===== src/rtl/p_uart_send_pkg.sv =====
// Shared constants for the 64-bit UART frame transmitter and its receiver.
// Optional feature macro: P_UART_SEND_CHECKSUM_EN (appends an XOR checksum byte).
package p_uart_send_pkg;

  // FSM state encoding, shared by the byte serialiser and the sequencer
  localparam logic [2:0] S_IDLE  = 3'd0;
  localparam logic [2:0] S_START = 3'd1;
  localparam logic [2:0] S_DATA  = 3'd2;
  localparam logic [2:0] S_STOP  = 3'd3;
  localparam logic [2:0] S_DONE  = 3'd4;

  typedef enum logic [2:0] {
    ST_IDLE  = S_IDLE,
    ST_START = S_START,
    ST_DATA  = S_DATA,
    ST_STOP  = S_STOP,
    ST_DONE  = S_DONE
  } state_t;

  localparam int DATA_BYTES = 8;

`ifdef P_UART_SEND_CHECKSUM_EN
  localparam int NUM_BYTES = 9;
`else
  localparam int NUM_BYTES = 8;
`endif

  localparam int CNT_W = 16;

  // Clock cycles per serial bit; must land in 2..65535 to fit the 16-bit counter
  function automatic int calc_bps_cnt(input int clk_freq, input int uart_bps);
    return clk_freq / uart_bps;
  endfunction

  // XOR of the eight bytes of a word, used as the trailing checksum byte
  function automatic logic [7:0] xor_bytes(input logic [63:0] word);
    logic [7:0] acc;
    acc = 8'h00;
    for (int i = 0; i < DATA_BYTES; i++) begin
      acc = acc ^ word[8*i +: 8];
    end
    return acc;
  endfunction

endpackage


===== src/rtl/p_uart_send_byte_tx.sv =====
// 8N1 serialiser for one byte. Accepts a new byte either while idle or in the
// final cycle of the stop bit, so consecutive bytes go out with no gap.
// State | meaning
// IDLE  | line high, waiting for tx_start
// START | start bit (low) for BPS_CNT cycles
// DATA  | eight data bits, LSB first, BPS_CNT cycles each
// STOP  | stop bit (high) for BPS_CNT cycles
module uart_byte_tx
  import p_uart_send_pkg::*;
#(
  parameter int BPS_CNT = 10
) (
  input  logic       sys_clk,
  input  logic       sys_rst_n,
  input  logic       tx_start,
  input  logic [7:0] tx_byte,
  output logic       uart_txd,
  output logic       tx_idle
);

  localparam logic [CNT_W-1:0] BPS_LAST = CNT_W'(BPS_CNT - 1);

  state_t           r_state;
  logic [CNT_W-1:0] r_clk_cnt;
  logic [2:0]       r_bit_idx;
  logic [7:0]       r_byte;
  logic             r_txd;
  logic             w_bit_end;

  assign w_bit_end = (r_clk_cnt == BPS_LAST);

  // Ready for tx_start: idle, or the last cycle of a stop bit (back-to-back)
  assign tx_idle  = (r_state == ST_IDLE) || ((r_state == ST_STOP) && w_bit_end);
  assign uart_txd = r_txd;

  // Bit-period counter, bit index and registered line driver
  always_ff @(posedge sys_clk or negedge sys_rst_n) begin
    if (!sys_rst_n) begin
      r_state   <= ST_IDLE;
      r_clk_cnt <= '0;
      r_bit_idx <= '0;
      r_byte    <= '0;
      r_txd     <= 1'b1;
    end else begin
      case (r_state)
        ST_IDLE: begin
          r_txd     <= 1'b1;
          r_clk_cnt <= '0;
          if (tx_start) begin
            r_byte  <= tx_byte;
            r_state <= ST_START;
            r_txd   <= 1'b0;
          end
        end
        ST_START: begin
          if (w_bit_end) begin
            r_clk_cnt <= '0;
            r_bit_idx <= '0;
            r_state   <= ST_DATA;
            r_txd     <= r_byte[0];
          end else begin
            r_clk_cnt <= r_clk_cnt + 1'b1;
          end
        end
        ST_DATA: begin
          if (w_bit_end) begin
            r_clk_cnt <= '0;
            if (r_bit_idx == 3'd7) begin
              r_state <= ST_STOP;
              r_txd   <= 1'b1;
            end else begin
              r_bit_idx <= r_bit_idx + 3'd1;
              r_txd     <= r_byte[r_bit_idx + 3'd1];
            end
          end else begin
            r_clk_cnt <= r_clk_cnt + 1'b1;
          end
        end
        ST_STOP: begin
          if (w_bit_end) begin
            r_clk_cnt <= '0;
            if (tx_start) begin
              r_byte  <= tx_byte;
              r_state <= ST_START;
              r_txd   <= 1'b0;
            end else begin
              r_state <= ST_IDLE;
              r_txd   <= 1'b1;
            end
          end else begin
            r_clk_cnt <= r_clk_cnt + 1'b1;
          end
        end
        default: begin
          r_state   <= ST_IDLE;
          r_clk_cnt <= '0;
          r_txd     <= 1'b1;
        end
      endcase
    end
  end

endmodule


===== src/rtl/p_uart_send.sv =====
// 64-bit parallel UART transmitter: latches a word and sends it as eight
// consecutive 8N1 bytes, LSB byte first. Byte sequencing and the done pulse
// live here; bit timing lives in uart_byte_tx.
// Optional feature macro: P_UART_SEND_CHECKSUM_EN (ninth byte = XOR of the eight).
// State | meaning
// IDLE  | waiting for send_en
// START | word latched, first byte launched on the next edge
// DATA  | bytes in flight, next byte launched at each stop-bit end
// DONE  | one-cycle send_done pulse
module p_uart_send
  import p_uart_send_pkg::*;
#(
  parameter int CLK_FREQ = 50000000,
  parameter int UART_BPS = 9600
) (
  input  logic        sys_clk,
  input  logic        sys_rst_n,
  input  logic        send_en,
  input  logic [63:0] send_data,
  output logic        uart_txd,
  output logic        tx_busy,
  output logic        send_done
);

  localparam int BPS_CNT = calc_bps_cnt(CLK_FREQ, UART_BPS);
  localparam logic [3:0] LAST_COUNT = 4'(NUM_BYTES);

  state_t      r_state;
  logic [63:0] r_shift;
  logic [3:0]  r_byte_idx;
  logic        r_busy;
  logic        r_done;
  logic [7:0]  w_fill;
  logic        w_tx_start;
  logic        w_tx_idle;

`ifdef P_UART_SEND_CHECKSUM_EN
  logic [7:0] r_csum;

  // Checksum of the word captured at acceptance; shifted in behind the data
  always_ff @(posedge sys_clk or negedge sys_rst_n) begin
    if (!sys_rst_n) begin
      r_csum <= '0;
    end else if ((r_state == ST_IDLE) && send_en) begin
      r_csum <= xor_bytes(send_data);
    end
  end

  assign w_fill = r_csum;
`else
  assign w_fill = 8'h00;
`endif

  // Launch a byte on the first edge after acceptance, then at each stop-bit end
  assign w_tx_start = (r_state == ST_START) ||
                      ((r_state == ST_DATA) && w_tx_idle && (r_byte_idx != LAST_COUNT));

  // Byte sequencer with registered busy/done outputs
  always_ff @(posedge sys_clk or negedge sys_rst_n) begin
    if (!sys_rst_n) begin
      r_state    <= ST_IDLE;
      r_shift    <= '0;
      r_byte_idx <= '0;
      r_busy     <= 1'b0;
      r_done     <= 1'b0;
    end else begin
      case (r_state)
        ST_IDLE: begin
          r_busy <= 1'b0;
          r_done <= 1'b0;
          if (send_en) begin
            r_shift    <= send_data;
            r_byte_idx <= '0;
            r_state    <= ST_START;
          end
        end
        ST_START: begin
          r_busy     <= 1'b1;
          r_shift    <= {w_fill, r_shift[63:8]};
          r_byte_idx <= r_byte_idx + 4'd1;
          r_state    <= ST_DATA;
        end
        ST_DATA: begin
          if (w_tx_start) begin
            r_shift    <= {w_fill, r_shift[63:8]};
            r_byte_idx <= r_byte_idx + 4'd1;
          end else if (w_tx_idle) begin
            r_busy  <= 1'b0;
            r_done  <= 1'b1;
            r_state <= ST_DONE;
          end
        end
        ST_DONE: begin
          r_done  <= 1'b0;
          r_state <= ST_IDLE;
        end
        default: begin
          r_busy  <= 1'b0;
          r_done  <= 1'b0;
          r_state <= ST_IDLE;
        end
      endcase
    end
  end

  uart_byte_tx #(
    .BPS_CNT (BPS_CNT)
  ) u_byte_tx (
    .sys_clk   (sys_clk),
    .sys_rst_n (sys_rst_n),
    .tx_start  (w_tx_start),
    .tx_byte   (r_shift[7:0]),
    .uart_txd  (uart_txd),
    .tx_idle   (w_tx_idle)
  );

  assign tx_busy   = r_busy;
  assign send_done = r_done;

endmodule


===== config.mk =====
export PLATFORM = sky130hd
export DESIGN_NAME = p_uart_send
export DESIGN_NICKNAME = d
export VERILOG_FILES = /design/src/rtl/p_uart_send_pkg.sv /design/src/rtl/p_uart_send_byte_tx.sv /design/src/rtl/p_uart_send.sv
export SDC_FILE = /design/constraint.sdc
export NUM_CORES = 1
export LEC_CHECK = 0
export CORE_MARGIN = 2
export CORE_UTILIZATION = 52
export DETAILED_ROUTE_END_ITERATION = 8
export PLACE_DENSITY = 0.81
export SLEW_MARGIN = 20
export SYNTH_ARGS = -nofsm -noshare
export SYNTH_HDL_FRONTEND = slang
export SYNTH_HIERARCHICAL = 1
export SYNTH_SLANG_ARGS = --single-unit

===== constraint.sdc =====
create_clock -name sys_clk -period 5.65 [get_ports sys_clk]
set_input_delay 0.8475 -clock sys_clk [delete_from_list [all_inputs] [get_ports sys_clk]]
set_output_delay 0.8475 -clock sys_clk [all_outputs]
set_load 0.02 [all_outputs]

# Word-level counts from Yosys, hierarchy flattened
# Index checks and enable logic that the tools add are counted.
# word_totals
regBits,104
latch_bits,0
mem_bits_rw,0
romBits,0
input_bits,67
output_inout_bits,3
word_cells,94
n_memories,0
# classes
add_sub_neg,3
n_mul,0
n_div,0
magnitude_cmp,1
eq_ne,19
shifts,0
n_mux,40
bitwise_logic,2
reduce_logical,19
# ops
cell,n
one-hot mux 64 bit (3 select lines),1
two-way mux 64 bit,2
two-way mux 3 bit,11
two-way mux 16 bit,2
adder 16 x 1 -> 16 bit (second input constant),1
equality test 16 x 13 -> 1 bit (second input constant),1
two-way mux 8 bit,2
one-hot mux 8 bit (2 select lines),1
AND reduction 3 bit,5
!= test 2 x 1 -> 1 bit (second input constant),6
one-hot mux 3 bit (4 select lines),1
one-hot mux 4 bit (3 select lines),1
two-way mux 1 bit,11
equality test 3 x 2 -> 1 bit (second input constant),3
one-hot mux 3 bit (3 select lines),1
two-way mux 4 bit,2
!= test 2 bit (second input constant),4
equality test 3 x 1 -> 1 bit (second input constant),2
equality test 3 bit (second input constant),2
logical NOT 3 bit,2
one-hot mux 3 bit (2 select lines),1
AND reduction 5 bit,1
adder 4 x 1 -> 4 bit (second input constant),1
less-than comparator 3 x 4 -> 1 bit (second input constant),1
14 further kinds,19

# Longest topological paths before layout
# logic_depth
ltp_word,9
ltp_mapped,14

# Cells and area by module
# The synthesis kept the hierarchy.
# modules_own_cells
mod,instances,cells_per_inst,area_per_inst_um2,seq_area_each_um2
p_uart_send,1,336,3560.9,1826.8
uart_byte_tx,1,173,1773.0,752.0

# Worst setup path before layout
# OpenSTA, ideal clock, no wires.
# synth_path
path_type,flip-flop to flip-flop
from,register u_byte_tx.r_clk_cnt[0]
to,register u_byte_tx.r_state[1]
arrival_time_ns,2.795
path_slack_ns,2.727
path_stages_with_launch,14
period_less_slack_ns,2.923
path_cell_list,dfrtp_1 -> ha_1 -> and3_1 -> buf_6 -> nand4_2 -> or2_0 -> buf_6 -> or2b_1 -> o211ai_2 -> o21a_1 -> inv_1 -> clkinv_1 -> a222oi_1 -> mux2_1
# synth_between
elab_chain_len,8
elab_cells_between_ends,11
# synth_rtl
item,line,rtl
start: declaration,p_uart_send_byte_tx.sv:24,logic [CNT_W-1:0] r_clk_cnt;
start signal: assignment,p_uart_send_byte_tx.sv:62,r_clk_cnt <= r_clk_cnt + 1'b1;
start signal: assignment,p_uart_send_byte_tx.sv:76,r_clk_cnt <= r_clk_cnt + 1'b1;
start signal: assignment,p_uart_send_byte_tx.sv:91,r_clk_cnt <= r_clk_cnt + 1'b1;
equality test 16 x 13 -> 1 bit,p_uart_send_byte_tx.sv:30,assign w_bit_end = (r_clk_cnt == BPS_LAST);
logical AND 1 bit,p_uart_send_byte_tx.sv:33,assign tx_idle = (r_state == ST_IDLE) || ((r_state == ST_STOP) && w_bit_end);
logical OR 1 bit,p_uart_send_byte_tx.sv:33,
via w_tx_idle,p_uart_send.sv:35,logic w_tx_idle;
logical AND 1 bit (2 in series),p_uart_send.sv:56,((r_state == ST_DATA) && w_tx_idle && (r_byte_idx != LAST_COUNT));
logical OR 1 bit,p_uart_send.sv:55,assign w_tx_start = (r_state == ST_START) ||
via w_tx_start,p_uart_send.sv:34,logic w_tx_start;
!= test 2 x 1 -> 1 bit (no source line),n/a,
AND reduction 5 bit (no source line),n/a,
end signal: assignment,p_uart_send_byte_tx.sv:84,r_state <= ST_START;
end signal: assignment,p_uart_send_byte_tx.sv:87,r_state <= ST_IDLE;
end signal: assignment,p_uart_send_byte_tx.sv:95,r_state <= ST_IDLE;
end: declaration,p_uart_send_byte_tx.sv:23,state_t r_state;
# The timed path passes the listed nets, and every way through them passes these cells.
# A chain may end at the register's enable or synchronous reset.

# Final worst setup path
# Same ends and word-level chain as after synthesis.

==> impl_metrics.ini <==
[run_status]
status = finished, final reports clean

[cts]
cts_num_sinks = 103
clk_pin_slew_ns = 0.11
postCtsResizedCells = 0
post_cts_buffers = 0
cts_tree = yes
cts_root_buf = clkbuf_8
insertion_delay_ns = 0.38
htree_levels = 3
numCtsBuffers = 9
cts_max_path_buffers = 2
postCtsHoldBufs = 0

[floorplan]
rows = 36
dieHeight_um = 105.3
coreArea_um2 = 9864
start_util_pct = 54.07
io_pins = 70
die_w_um = 105.3
die-area_um2 = 11080

[finish]
drive_gt1_share_pct = 7.130
fillCellCount = 814
n_antenna_cell = 0
nets = 633
syn_to_final_growth_pct = 16.21

[place]
place_congestion = 0.8856
dp_slack_ns = 1.870
port_buffers = 69
dpl.hpwl_mm = 7.942

[pwr]
powerDensity_nw_per_um2 = 503.3
p_leak_nw = 2.746
clkPwrFrac_pct = 15.3
p_int_mw = 1.826
p_switching_mw = 1.294
comb_power_share_pct = 45.0
pwr-share-seq_pct = 39.7
irDropWorstVdd_mv = 0.3457
p_sw_share_pct = 41.47

[worst_setup_path]
worst-path-stages = 11
reg2reg_setup_slack_ns = 1.80
crit_chain = ha_1 -> and3_1 -> nand4_2 -> or2_0 -> or2b_1 -> o211ai_4 -> o21a_1 -> inv_1 -> clkinv_1 -> a222oi_1 -> mux2_1
crit_fanout = 12
critPathLaunchType = flip-flop
reg2reg_from = u_byte_tx/r_clk_cnt[0]
crit_path_top_delay_cell = or2_0
cpLargestDelayFamily = simple AND/OR/NAND/NOR gates
cp_data_arrival_time_ns = 4.10
end_kind = flip-flop
path_buf_inv = 2
crit_type = flip-flop to flip-flop
required_ns = 5.90
crit_end = u_byte_tx/r_state[1]
reg2reg_to = u_byte_tx/r_state[1]
crit_start = u_byte_tx/r_clk_cnt[0]
slowest_delay_ns = 0.46
reg2reg_depth = 11

[drt]
drc = 0
routed_wl_mm = 11.77
dr.pass1.iters = 5
vias = 4091
vias_per_cell = 5.895
drtIter0Drc = 317
antenna_left = 0
routedWlPerCell_um = 16.96

[sta]
timing.hold.ws_ns = 0.5098
setup_viol = 0
drv_slew = 0
setup_slack_ns = 1.802
hold_viol_final = 0
skew_ns = 0.02622
setup_tns_ns = 0
fmax_mhz = 259.9
timing.slew.headroom_pct = 32.60
post-route-period-util_pct = 68.11
tightestPinTransition_ns = 1.011
rsz0062_at_grt = false
layout_min_cycle_time_ns = 3.848

[grt]
grt_max_degree = 69
antenna_found_initial = 0
grt_pass1_wl_mm = 19.60
grt_pass1_vias = 4019
grt.total_usage_pct = 21.76
grt-ovfl-total = 0

[synth]
synth_top_area_share_pct = 47.85
synth.largest_area_cell = dfrtp_1
async_flop_share_pct = 100.0
ys_types = 60
ys.warnings.count = 6
yosysSeqAreaShare_pct = 48.35
syn_area_per_cell_um2 = 10.48
synth_area_um2 = 5334
ys.flop_type = dfrtp_1
syn_inst = 509
ys_seq_elements = 103
synth_area_leaders = dfrtp_1 48%, mux2i_1 11%, nand3_1 7.2%, o21ai_1 6.3%, ha_1 2.3%
synth_edf_count = 0
synthesis.nets = 586

[min_path]
hp-class = flip-flop to flip-flop
holdPathStages = 1

[flow_run]
cap_violations = 0
-- power groups by stage --
| stage | clock [mW] | combinational [mW] | sequential (mW) |
|---|---|---|---|
| after floorplan | 0 | 1.23 | 1.19 |
| after global placement | 0 | 1.36 | 1.23 |
| after detailed placement | 0 | 1.41 | 1.25 |
| after CTS | 0.488 | 1.41 | 1.23 |
| after global routing | 0.516 | 1.56 | 1.27 |
| final | 0.478 | 1.40 | 1.24 |
-- metrics by stage --
stage                     util [%]  std cells  total power, mW  cell area, µm²
after CTS                    62.84        694            3.136            6198
after floorplan                  -        509            2.416            5334
final                        62.84        694            3.120            6198
after detailed placement     60.62        678            2.662            5979
after global placement       60.62        678            2.591            5979
after global routing         62.84        694            3.347            6198
-- cell families (layout without fill, tap and decap cells) --
logic type,after synthesis,in the layout,synth area share [%]
flip-flops,103,103,48.35
multiplexers,61,61,11.99
XOR/XNOR,13,13,2.135
buffers and inverters,50,102,5.841
AND/OR/NAND/NOR,155,155,15.48
adder cells (fa/ha/maj),10,10,2.346
AO/OA/AOI/OAI,117,117,13.86
-- Yosys cell counts, types with 3 or more instances --
library cell  count
o31ai_1           3
buf_2             9
ha_1             10
a21oi_1           3
buf_12            3
a2bb2oi_1        10
o21ai_1          67
xnor2_1           6
mux2i_1          56
nor2_1           17
o211ai_1         15
nand3_1          77
a22o_1            4
buf_6             6
clkbuf_1         15
inv_1            12
nor3_1            4
nand2_1          30
dfrtp_1         102
xor2_1            7
nand4_1           3
o21ai_0           4
-- flip-flops by register name (all words and copies together), names as in the netlist --
name / flops
r_shift: 64
r_byte_idx: 4
u_byte_tx/r_byte: 8
u_byte_tx/r_state: 2
tx_busy: 1
send_done: 1
r_state: 3
u_byte_tx/uart_txd: 1
u_byte_tx/r_clk_cnt: 16
u_byte_tx/r_bit_idx: 3
-- worst register-to-register path, cell delays in order (launching register included) --
cell      delay [ns]
dfrtp_1         0.42
ha_1            0.26
and3_1          0.30
nand4_2         0.27
or2_0           0.46
or2b_1          0.31
o211ai_4        0.09
o21a_1          0.15
inv_1           0.31
clkinv_1        0.35
a222oi_1        0.45
mux2_1          0.37
-- routing by layer --
metal / part of all wire (%) / GRT usage (%)
met5: 0 / 0
met4: 0.74 / 3.714
met3: 5.0 / 4.947
met2: 51 / 36.91
met1: 43 / 29.02
-- final cells by class --
| type | instances | area (µm²) | share of cell area [%] |
|---|---|---|---|
| flip-flops and latches | 103 | 2579 | 41.60 |
| multi-input cells | 356 | 2471 | 39.87 |
| repair buffers | 72 | 710.7 | 11.47 |
| well taps | 133 | 166.4 | 2.685 |
| clock buffers | 9 | 123.9 | 1.998 |
| clock inverters | 7 | 95.09 | 1.534 |
| inverters | 14 | 52.55 | 0.8478 |
-- layout by cell type (no fill, tap or decap), types with 3 or more instances in the layout --
cell type        synthesis  routed
dfrtp_1                102     102
nand3_1                 77      77
clkdlybuf4s50_1          0      68
o21ai_1                 67      66
mux2i_1                 56      56
nand2_1                 30      30
nor2_1                  17      17
o211ai_1                15      15
inv_1                   12      12
a2bb2oi_1               10      10
ha_1                    10      10
clkbuf_8                 0       9
xor2_1                   7       7
xnor2_1                  6       6
nor3_1                   4       4
a22o_1                   4       4
o21ai_0                  4       4
clkinv_8                 0       4
buf_4                    2       4
a21oi_1                  3       3
o31ai_1                  3       3
nand4_1                  3       3
-- worst min-delay path by stage --
stage,start,end
2_1_floorplan,u_byte_tx/r_clk_cnt[0],u_byte_tx/r_clk_cnt[0]
6_report,u_byte_tx/uart_txd,u_byte_tx/uart_txd
3_3_place_gp,u_byte_tx/r_clk_cnt[0],u_byte_tx/r_clk_cnt[0]
3_5_place_dp,u_byte_tx/uart_txd,u_byte_tx/uart_txd
5_1_grt,u_byte_tx/uart_txd,u_byte_tx/uart_txd
4_1_cts,u_byte_tx/uart_txd,u_byte_tx/uart_txd
No activity file was read; power rests on OpenSTA's default activity.
